**src/rtl/alignment_collector_if.sv**
```systemverilog
// Handshake bundle between the traceback source, the collector and the downstream consumer.
// master: the side that feeds traceback pairs and accepts replayed pairs; slave: the collector.
interface alignment_collector_if;
  logic       in_valid;
  logic       in_done;
  logic [2:0] seq1_in;
  logic [2:0] seq2_in;
  logic       out_valid;
  logic       out_ready;
  logic [2:0] seq1_o;
  logic [2:0] seq2_o;
  logic       out_last;

  modport master (
    output in_valid, in_done, seq1_in, seq2_in, out_ready,
    input  out_valid, seq1_o, seq2_o, out_last
  );

  modport slave (
    input  in_valid, in_done, seq1_in, seq2_in, out_ready,
    output out_valid, seq1_o, seq2_o, out_last
  );
endinterface

```
**src/rtl/alignment_collector.sv**
```systemverilog
// Buffers an end-first Smith-Waterman traceback in a LIFO and replays it start-first with stats.
// Optional recomputed alignment score is built only when ALN_SCORE_EN is defined.
//
// state  | meaning
// S_IDLE | waiting for the first traceback pair
// S_FILL | pushing pairs until in_done
// S_EMIT | popping pairs to the downstream stream
module alignment_collector #(
  parameter int         N              = 8,
  parameter int         MAX_LEN        = 2 * N,
  parameter logic [2:0] GAP_CODE       = 3'b010,
  parameter int         MATCH_SCORE    = 2,
  parameter int         MISMATCH_SCORE = 1,
  parameter int         GAP_PENALTY    = 1
) (
  input  logic                  clk,
  input  logic                  reset,
  input  logic                  clear,
  alignment_collector_if.slave  bus,
  output logic [7:0]            aln_len,
  output logic [7:0]            n_match,
  output logic [7:0]            n_mismatch,
  output logic [7:0]            n_gap,
  output logic                  overflow,
  output logic                  busy_drop,
  output logic [15:0]           aln_score
);

  localparam int AW = $clog2(MAX_LEN);

  typedef enum logic [1:0] {S_IDLE, S_FILL, S_EMIT} state_t;

  state_t        state;
  state_t        state_nxt;
  logic [7:0]    ptr;
  logic [5:0]    mem [MAX_LEN];
  logic [AW-1:0] wr_idx;
  logic [AW-1:0] rd_idx;
  logic          full;
  logic          is_gap;
  logic          is_match;
  logic          is_mismatch;
  logic          first;
  logic          push;
  logic          drop_full;
  logic          drop_busy;
  logic          fire;

  assign wr_idx      = AW'(ptr);
  assign rd_idx      = AW'(ptr - 8'd1);
  assign full        = (ptr == 8'(MAX_LEN));
  assign is_gap      = (bus.seq1_in == GAP_CODE) || (bus.seq2_in == GAP_CODE);
  assign is_match    = !is_gap && (bus.seq1_in == bus.seq2_in);
  assign is_mismatch = !is_gap && (bus.seq1_in != bus.seq2_in);

  // clear wins over any incoming pair in the same cycle
  assign first     = !clear && bus.in_valid && (state == S_IDLE);
  assign push      = first || (!clear && bus.in_valid && (state == S_FILL) && !full);
  assign drop_full = !clear && bus.in_valid && (state == S_FILL) && full;
  assign drop_busy = !clear && bus.in_valid && (state == S_EMIT);
  assign fire      = bus.out_valid && bus.out_ready;

  always_ff @(posedge clk or negedge reset) begin
    if (!reset) state <= S_IDLE;
    else        state <= state_nxt;
  end

  always_comb begin
    state_nxt = state;
    case (state)
      S_IDLE: if (bus.in_valid) state_nxt = bus.in_done ? S_EMIT : S_FILL;
      S_FILL: if (bus.in_done) state_nxt = (bus.in_valid || ptr != 8'd0) ? S_EMIT : S_IDLE;
      S_EMIT: if (fire && ptr == 8'd1) state_nxt = S_IDLE;
      default: state_nxt = S_IDLE;
    endcase
    if (clear) state_nxt = S_IDLE;
  end

  always_comb begin
    bus.out_valid = (state == S_EMIT);
    bus.out_last  = bus.out_valid && (ptr == 8'd1);
    bus.seq1_o    = bus.out_valid ? mem[rd_idx][5:3] : 3'd0;
    bus.seq2_o    = bus.out_valid ? mem[rd_idx][2:0] : 3'd0;
  end

  always_ff @(posedge clk) begin
    if (push) mem[wr_idx] <= {bus.seq1_in, bus.seq2_in};
  end

  always_ff @(posedge clk or negedge reset) begin
    if (!reset) begin
      ptr        <= 8'd0;
      aln_len    <= 8'd0;
      n_match    <= 8'd0;
      n_mismatch <= 8'd0;
      n_gap      <= 8'd0;
      overflow   <= 1'b0;
      busy_drop  <= 1'b0;
    end else if (clear) begin
      ptr        <= 8'd0;
      aln_len    <= 8'd0;
      n_match    <= 8'd0;
      n_mismatch <= 8'd0;
      n_gap      <= 8'd0;
      overflow   <= 1'b0;
      busy_drop  <= 1'b0;
    end else begin
      if (push)      ptr <= ptr + 8'd1;
      else if (fire) ptr <= ptr - 8'd1;
      if (drop_full) overflow  <= 1'b1;
      if (drop_busy) busy_drop <= 1'b1;
      // stats restart on the first pair of a new alignment and then hold until the next one
      if (push) begin
        aln_len    <= (first ? 8'd0 : aln_len)    + 8'd1;
        n_match    <= (first ? 8'd0 : n_match)    + {7'd0, is_match};
        n_mismatch <= (first ? 8'd0 : n_mismatch) + {7'd0, is_mismatch};
        n_gap      <= (first ? 8'd0 : n_gap)      + {7'd0, is_gap};
      end
    end
  end

`ifdef ALN_SCORE_EN
  logic [15:0] score_delta;

  always_comb begin
    score_delta = 16'(MATCH_SCORE);
    if (is_gap)           score_delta = -16'(GAP_PENALTY);
    else if (is_mismatch) score_delta = -16'(MISMATCH_SCORE);
  end

  always_ff @(posedge clk or negedge reset) begin
    if (!reset)     aln_score <= 16'd0;
    else if (clear) aln_score <= 16'd0;
    else if (push)  aln_score <= (first ? 16'd0 : aln_score) + score_delta;
  end
`else
  // score weights are meaningless without the score datapath
  logic [2:0] unused_score_cfg;
  assign unused_score_cfg = {MATCH_SCORE[0], MISMATCH_SCORE[0], GAP_PENALTY[0]};
  assign aln_score        = 16'd0;
`endif

endmodule

```
**src/flat_wrapper.sv**
```systemverilog
// flat-port wrapper written by rule: the top's interface ports become plain ports
module alignment_collector_flat 
#(
  parameter int         N              = 8,
  parameter int         MAX_LEN        = 2 * N,
  parameter logic [2:0] GAP_CODE       = 3'b010,
  parameter int         MATCH_SCORE    = 2,
  parameter int         MISMATCH_SCORE = 1,
  parameter int         GAP_PENALTY    = 1
)
  (clk, reset, clear, aln_len, n_match, n_mismatch, n_gap, overflow, busy_drop, aln_score, bus_in_valid, bus_in_done, bus_seq1_in, bus_seq2_in, bus_out_ready, bus_out_valid, bus_seq1_o, bus_seq2_o, bus_out_last);
  alignment_collector_if bus_i ();
  input  logic clk;
  input  logic reset;
  input  logic clear;
  output logic [7:0] aln_len;
  output logic [7:0] n_match;
  output logic [7:0] n_mismatch;
  output logic [7:0] n_gap;
  output logic overflow;
  output logic busy_drop;
  output logic [15:0] aln_score;
  input wire logic [$bits(bus_i.in_valid)-1:0] bus_in_valid;
  input wire logic [$bits(bus_i.in_done)-1:0] bus_in_done;
  input wire logic [$bits(bus_i.seq1_in)-1:0] bus_seq1_in;
  input wire logic [$bits(bus_i.seq2_in)-1:0] bus_seq2_in;
  input wire logic [$bits(bus_i.out_ready)-1:0] bus_out_ready;
  output wire logic [$bits(bus_i.out_valid)-1:0] bus_out_valid;
  output wire logic [$bits(bus_i.seq1_o)-1:0] bus_seq1_o;
  output wire logic [$bits(bus_i.seq2_o)-1:0] bus_seq2_o;
  output wire logic [$bits(bus_i.out_last)-1:0] bus_out_last;
  assign bus_i.in_valid = bus_in_valid;
  assign bus_i.in_done = bus_in_done;
  assign bus_i.seq1_in = bus_seq1_in;
  assign bus_i.seq2_in = bus_seq2_in;
  assign bus_i.out_ready = bus_out_ready;
  assign bus_out_valid = bus_i.out_valid;
  assign bus_seq1_o = bus_i.seq1_o;
  assign bus_seq2_o = bus_i.seq2_o;
  assign bus_out_last = bus_i.out_last;
  alignment_collector #(.N(N), .MAX_LEN(MAX_LEN), .GAP_CODE(GAP_CODE), .MATCH_SCORE(MATCH_SCORE), .MISMATCH_SCORE(MISMATCH_SCORE), .GAP_PENALTY(GAP_PENALTY)) u_core (.clk(clk), .reset(reset), .clear(clear), .bus(bus_i), .aln_len(aln_len), .n_match(n_match), .n_mismatch(n_mismatch), .n_gap(n_gap), .overflow(overflow), .busy_drop(busy_drop), .aln_score(aln_score));
endmodule
```
**config.mk**
```make
export PLATFORM = sky130hd
export DESIGN_NAME = alignment_collector_flat
export DESIGN_NICKNAME = d
export VERILOG_FILES = /design/src/rtl/alignment_collector_if.sv /design/src/rtl/alignment_collector.sv /design/src/flat_wrapper.sv
export SDC_FILE = /design/constraint.sdc
export NUM_CORES = 1
export LEC_CHECK = 0
export CORE_MARGIN = 8
export CORE_UTILIZATION = 57
export DETAILED_ROUTE_END_ITERATION = 8
export PLACE_DENSITY = 0.76
export SYNTH_ARGS = -nofsm -noshare
export SYNTH_HDL_FRONTEND = slang
export SYNTH_SLANG_ARGS = --single-unit
```
**constraint.sdc**
```tcl
create_clock -name clk -period 3.7 [get_ports clk]
set_input_delay 0.925 -clock clk [delete_from_list [all_inputs] [get_ports clk]]
set_output_delay 0.925 -clock clk [all_outputs]
set_load 0.02 [all_outputs]
```
* After elaboration in Yosys (flattened, before gate mapping) *
Memory sizes are Yosys's and may differ from the RTL's.
Index checks and enable logic that the tools add are counted.

word-level totals
  bits in registers = 44
  bits in writable memories = 96
  input port bits = 12
  output and inout bits = 58
  logic and storage cells = 80
  memories kept = 1

memories
  memory      depth  width  rd ports  clocked after memory_dff  wr ports  RTL line                   text
  u_core.mem  16     6      1         0                         1         alignment_collector.sv:36  logic [5:0] mem [MAX_LEN];

operators by class
  add/sub/neg operators = 6
  equal/unequal tests = 11
  muxes and demuxes = 30
  reductions and logical operators = 24

operators by type and width
  operator                                                                number
  8-bit two-way mux                                                       15
  8-bit by 1-bit adder with 8-bit output                                  3
  8-bit by 1-bit adder with 8-bit output (second input constant)          2
  2-bit two-way mux                                                       6
  1-bit logical AND                                                       11
  3-bit != test (second input constant)                                   3
  8-bit by 1-bit equality test with 1-bit output (second input constant)  1
  8-bit by 5-bit equality test with 1-bit output (second input constant)  1
  8-bit nonzero test                                                      1
  8-bit by 1-bit subtractor with 8-bit output (second input constant)     1
  3-bit by 2-bit equality test with 1-bit output (second input constant)  2
  1-bit two-way mux                                                       6
  3-bit two-way mux                                                       2
  2-bit case mux with 3 select lines                                      1
  2-bit nonzero test                                                      3
  3-bit equality test                                                     1
  1-bit zero test                                                         3
  1-bit logical OR                                                        3
  3-bit != test                                                           1
  3-bit AND reduction                                                     1
  3-bit nonzero test                                                      1
  2-bit by 1-bit equality test with 1-bit output (second input constant)  1
  2-bit equality test (second input constant)                             1
  2-bit zero test                                                         1

* Longest topological paths before layout *
Gate-level depths: netlist of run 1.

  depth after elaboration = 7
  gate-level depth with buffers = 11
  depth with buffers taken out = 9

* Worst setup path after synthesis of run 1 *
Ideal clock, no wire load.

  path kind = reg-to-output
  from = register u_core.ptr[0]
  to = output port bus_seq1_o[2]
  data arrival time = 2.331 ns
  data required time = 2.775 ns
  setup slack = 0.444 ns
  cell stages (with the launch flop) = 9
  buffers on the path = 3
  cells stage by stage = dfrtp_1 -> buf_2 -> inv_1 -> ha_1 -> clkbuf_1 -> buf_1 -> mux4_2 -> mux2i_1 -> o22ai_1

between the ends
  longest elaborated chain between the ends = 3

RTL lines
  what                                         RTL line                    text
  start, declared                              alignment_collector.sv:35   logic [7:0] ptr;
  start signal, assigned                       alignment_collector.sv:108  if (push) ptr <= ptr + 8'd1;
  start signal, assigned                       alignment_collector.sv:109  else if (fire) ptr <= ptr - 8'd1;
  8-bit by 1-bit subtractor with 8-bit output  n/a
  memory read 16 x 6 bit                       n/a
  3-bit two-way mux                            alignment_collector.sv:82   bus.seq1_o = bus.out_valid ? mem[rd_idx][5:3] : 3'd0;
  end, declared                                flat_wrapper.sv:29          output wire logic [$bits(bus_i.seq1_o)-1:0] bus_seq1_o;

Every way passes these cells.

* Worst setup path in the final report of run 1 *
  from = register u_core.ptr[0]
  to = output port bus_out_last

between the ends
  longest elaborated chain between the ends = 2

RTL lines
  what                                            RTL line                   text
  8-bit by 1-bit equality test with 1-bit output  alignment_collector.sv:81  bus.out_last = bus.out_valid && (ptr == 8'd1);
  1-bit logical AND                               alignment_collector.sv:81
  end, declared                                   flat_wrapper.sv:31         output wire logic [$bits(bus_i.out_last)-1:0] bus_out_last;

Every way passes these cells.

==> results of run 1 <==
[path summary, 6_finish.rpt]
check                      cells past startpoint  slack [ns]                 to            start
max                                            5        0.14       bus_out_last    u_core.ptr[0]
min                                            1        0.48    u_core.n_gap[7]  u_core.n_gap[7]
max reg2reg                                    8        0.97    u_core.n_gap[6]  u_core.state[0]
min reg2reg                                    1        0.48    u_core.n_gap[7]  u_core.n_gap[7]
max in group asynchronous                      1        2.31      u_core.ptr[1]            reset
min in group asynchronous                      1        0.68  u_core.aln_len[5]            reset
[layout make-up]
type / count / area [um2]
clock buffer: 22 / 454
timing repair buffer: 83 / 758
inverter: 8 / 30.0
fill: 776 / 3440
multi-input combinational: 324 / 2550
clock inverter: 10 / 118
tap: 143 / 179
sequential: 140 / 3990
[per-layer routing]
layer  GRT usage  up-vias  wire, um
li1            -     2044         -
met4      0.0910        0       389
met2       0.332      193      7940
met3      0.0531       40      1020
met5           0        -         0
met1       0.257     2297      6520
[registers in the layout, indices dropped and copies added, names as in the netlist]
name and cells:
u_core.n_match 8, u_core.busy_drop 1, u_core.n_mismatch 8, u_core.aln_len 8
u_core.overflow 1, u_core.ptr 8, u_core.mem 96, u_core.n_gap 8
u_core.state 2
[cells by family after synthesis]
kind of cell,after synthesis,synth area share
xor gates and xnor gates,9,0.0117
AOI/OAI and AO/OA,90,0.0968
other,1,0.000555
buffers and inverters,54,0.0444
and+or+nand+nor,155,0.126
adders and majority gates,11,0.0204
DFF,140,0.590
muxes,43,0.110
[timing repair]
item | CTS | global route
gates resized for setup | 8 | 3
endpoints found under the hold margin | 0 | 0
endpoints found under the setup margin | 6 | 3
[cells in the mapped netlist (14+ instances only)]
cell type / number / area share
edfxtp_1: 96 / 0.43
dfrtp_1: 44 / 0.16
nand2_1: 34 / 0.019
nor2_1: 26 / 0.014
mux4_2: 24 / 0.080
buf_4: 19 / 0.021
nor3_1: 16 / 0.012
and2_1: 15 / 0.014
buf_2: 15 / 0.011
o21ai_0: 15 / 0.011
o22ai_1: 14 / 0.013
[where the power goes]
group / leakage [nW] / switching (mW) / internal, mW / total, mW
clock network: 0.267 / 0.641 / 1.01 / 1.65
logic: 1.30 / 0.363 / 0.273 / 0.636
registers: 1.47 / 0.0350 / 1.71 / 1.75
[through the flow]
stage | utilization | hold WS, ns | instances | instance area, um2 | power, mW
5_1_grt | 0.701 | 0.526 | 730 | 8070 | 4.15
6_report | 0.701 | 0.484 | 730 | 8070 | 4.03
3_3_place_gp | 0.650 | 0.473 | 698 | 7480 | 2.39
2_1_floorplan | - | 0.585 | 518 | 6810 | 2.19
4_1_cts | 0.700 | 0.489 | 730 | 8070 | 4.04
3_5_place_dp | 0.650 | 0.481 | 698 | 7480 | 2.40
==> impl_metrics.toml, run 1 <==
[outcome]
status = "completed"

[final_layout]
drive_gt1_frac = 0.177
diodes = 0
final_common_cell = "edfxtp_1"
final_cell_mix = "96 x edfxtp_1, 46 x clkdlybuf4s50_1, 43 x dfrtp_1, 34 x nand2_1, 29 x buf_4"
layout.nets = 597
area_delta_synth_final_pct = 19.5

[setup_path]
cp_top_family = "buffers and inverters"
cp_slowest_cell = "clkdlybuf4s50_1"
path_buf_inv = 2
crit_fanout = 20
arrival_ns = 2.63
start_kind = "flop"
crit_type = "reg2out"
cp_cell_sequence = "buf_4, ha_1, nor2b_1, and4b_1, clkdlybuf4s50_1"
cpPeakStageDelay_ns = 0.62
required_ns = 2.77
endpoint_kind = "primary output"

[timing]
setup_slack_ns = 0.142
slew_viol_final = 0
min_period_ns = 3.56
fin_tns_setup_ns = 0
max_slew_margin = 0.318
fin_worst_skew_ns = 0.00493
fmax_ghz = 0.281
setup_viol = 0
finalHoldViolations = 0
worst_pin_slew_ns = 1.02
fin_crit_sh = 0.962
rsz0062_at_grt = "no"

[die]
die_h_um = 125
placementRows = 39
design.core.area_um2 = 11500
die_x_um = 125
io_pins = 70
start_util = 0.587
dieArea_um2 = 15600

[routing]
wl_per_cell_um = 21.7
route.detailed.drc = 0
vias = 4574
via_per_inst = 6.27
wl_um = 15900
first_pass_iters = 5
ant_nets = 0
drt_first_iter_violations = 278

[clock_network]
hold_buffers = 0
htreeDepth = 4
cts_tree = "done"
cts_setup_buffers = 0
cts.clk_slew.worst_paths_ns = 0.05
clk_latency_ns = 0.42
numCtsBuffers = 17
cts.path.max_buffers = 2
cts.sinks = 140
cts-root-buf = "clkbuf_16"

[grt]
antenna_found_initial = 0
grt_pass1_vias = 4529
overflow = 0
grt_pass1_wl_um = 24800
grt_start_max_net_pins = 45
track_usage = 0.206

[yosys]
syn_area_um2 = 6760
synth_cells = 503
synth-seq-cells = 140
ys_seq_area_frac = 0.590
synth_ff_type = "edfxtp_1"
yosys.cell_types.count = 67
synth_edf_count = 96
avgSynthCellArea_um2 = 13.4
async_flop_share = 0.314
yosysWarnings = 0

[power_and_ir_drop]
power_leakage_nw = 3.04
p_per_area_nw_per_um2 = 500
ir_worst_vdd_mv = 0.330

[placed_design]
place_congestion = 0.832
portBuffers = 53
hpwl_um = 10400
post-place-ws_ns = 0.189

[worst_hold_path]
min_path_type = "reg2reg"

[job]
drv_cap = 0
No activity file was read; power rests on OpenSTA's default activity.
==> run 2: changes to the inputs <==
--- a/config.mk
+++ b/config.mk
@@ -6,9 +6,10 @@
 export NUM_CORES = 1
 export LEC_CHECK = 0
 export CORE_MARGIN = 8
-export CORE_UTILIZATION = 57
+export CORE_UTILIZATION = 50
 export DETAILED_ROUTE_END_ITERATION = 8
-export PLACE_DENSITY = 0.76
+export MAX_ROUTING_LAYER = met4
+export PLACE_DENSITY = 0.68
 export SYNTH_ARGS = -nofsm -noshare
 export SYNTH_HDL_FRONTEND = slang
 export SYNTH_SLANG_ARGS = --single-unit
==> impl_metrics.toml, run 2 (same netlist as run 1, synthesis figures left out) <==
[routing]
drt_first_iter_violations = 402
first_pass_iters = 5
wl_per_cell_um = 20.8
ant_nets = 0
wl_um = 15900
vias = 4522
via_per_inst = 5.93
route.detailed.drc = 0

[placed_design]
place_area_um2 = 7530
place_congestion = 0.846
placedCellCount = 731
hpwl_um = 10600
portBuffers = 53

[final_layout]
instances_no_fill = 763
diodes = 0
final_cell_mix = "96 x edfxtp_1, 46 x clkdlybuf4s50_1, 43 x dfrtp_1, 34 x nand2_1, 29 x buf_4"
largest_register_ffs = 96
final_area_um2 = 8110
final_common_cell = "edfxtp_1"
seqCellArea_um2 = 3990
largest-register = "u_core.mem"
layout.nets = 597
fillers = 1055
area_delta_synth_final_pct = 20.0
multi_input_area_um2 = 2540
drive_gt1_frac = 0.175

[grt]
track_usage = 0.189
antenna_found_initial = 0
overflow = 0
grt_pass1_wl_um = 24800
grt_pass1_vias = 4531
grt_start_max_net_pins = 45

[die]
io_pins = 70
design.core.area_um2 = 13200
start_util = 0.510
die_h_um = 132
dieArea_um2 = 17500
placementRows = 42
die_x_um = 132

[clock_network]
hold_buffers = 0
numCtsBuffers = 17
cts.clk_slew.worst_paths_ns = 0.06
cts.path.max_buffers = 2
htreeDepth = 4
cts_tree = "done"
cts.sinks = 140
cts-root-buf = "clkbuf_16"
clk_latency_ns = 0.43
cts_setup_buffers = 0

[timing]
fin_crit_sh = 0.966
fmax_ghz = 0.280
rsz0062_at_grt = "no"
fin_tns_setup_ns = 0
min_period_ns = 3.57
setup_viol = 0
max_slew_margin = 0.333
finalHoldViolations = 0
fin_worst_skew_ns = 0.00782
worst_pin_slew_ns = 1.00
hold_ws_ns = 0.472
slew_viol_final = 0

[setup_path]
cpPeakStageDelay_ns = 0.62
crit_type = "reg2out"
required_ns = 2.77
cp_slowest_cell = "clkdlybuf4s50_1"
cp_top_family = "buffers and inverters"
start_kind = "flop"
arrival_ns = 2.65
crit_fanout = 21
path_buf_inv = 2
endpoint_kind = "primary output"
cp_cell_sequence = "buf_4, ha_1, nor2b_1, and4b_1, clkdlybuf4s50_1"

[job]
drv_cap = 0

[power_and_ir_drop]
p_per_area_nw_per_um2 = 494
power_leakage_nw = 3.04
ir_worst_vdd_mv = 0.291

[outcome]
status = "completed"

[worst_hold_path]
min_path_type = "reg2reg"
==> run 2: cell types whose count changed in the layout (fill, tap and decap cells not counted) <==
cell	delta
inv_6	+1
dlygate4sd2_1	+1
bufinv_16	-1
clkbuf_1	-1
dlymetal6s2s_1	-1
buf_6	-1
mux2i_1	+2
clkinv_4	+1
mux2i_2	-2
clkbuf_8	+2
buf_12	+1
clkinvlp_4	-2
==> run 2: through the flow <==
step                      total power, mW  utilization  worst slack, ns
after global routing                 4.14        0.612           0.0255
final                                4.00        0.612            0.125
after CTS                            4.03        0.612           0.0283
after floorplan                      2.19            -            0.444
after global placement               2.40        0.569            0.262
after detailed placement             2.41        0.569            0.218
==> run 2: final cells by class <==
type	count	share of cell area
Multi-Input combinational cell	324	0.313
Tap cell	176	0.0272
Clock buffer	23	0.0590
Timing Repair Buffer	83	0.0941
Inverter	8	0.00370
Sequential cell	140	0.492
Clock inverter	9	0.0111
==> run 2: routing by layer <==
layer  vias up  part of all wire  track usage
li1       2038                 -            -
met1      2289              0.44        0.239
met2       171              0.49        0.292
met3        24             0.057       0.0393
met4         0             0.019       0.0738
met5         -                 0            -
==> run 2: worst paths after layout <==
path | from | end | slack [ns] | depth (start not counted)
max | u_core.ptr[0] | bus_out_last | 0.13 | 5
min | u_core.n_gap[7] | u_core.n_gap[7] | 0.47 | 1
max reg2reg | u_core.state[0] | u_core.n_mismatch[4] | 1.01 | 7
min reg2reg | u_core.n_gap[7] | u_core.n_gap[7] | 0.47 | 1
max in group asynchronous | reset | u_core.ptr[1] | 2.34 | 1
min in group asynchronous | reset | u_core.overflow | 0.67 | 1
==> run 2: what timing repair did <==
item                                    4_1_cts  5_1_grt
pin swaps                                     0        0
resized for setup                             6        2
endpoints found under the setup margin        6        2
==> run 2: power by group <==
group	total, mW	switching, mW	internal (mW)
combinational	0.630	0.357	0.272
clock	1.63	0.648	0.981
sequential	1.75	0.0349	1.71
==> run 2: worst reg2reg max path, cell delays in order (launching register included) <==
cell,delay [ns]
dfrtp_1,0.52
or4b_1,0.74
buf_4,0.26
and2_1,0.17
ha_1,0.24
and3_1,0.21
mux2_4,0.26
a211oi_2,0.21
==> run 3: changes to the inputs <==
--- a/config.mk
+++ b/config.mk
@@ -7,6 +7,7 @@
 export LEC_CHECK = 0
 export CORE_MARGIN = 8
 export CORE_UTILIZATION = 50
+export CTS_CLUSTER_SIZE = 30
 export DETAILED_ROUTE_END_ITERATION = 8
 export MAX_ROUTING_LAYER = met4
 export PLACE_DENSITY = 0.68
==> results of run 3 <==
Same layout as run 2: the final DEF is identical, and so are final timing and power.
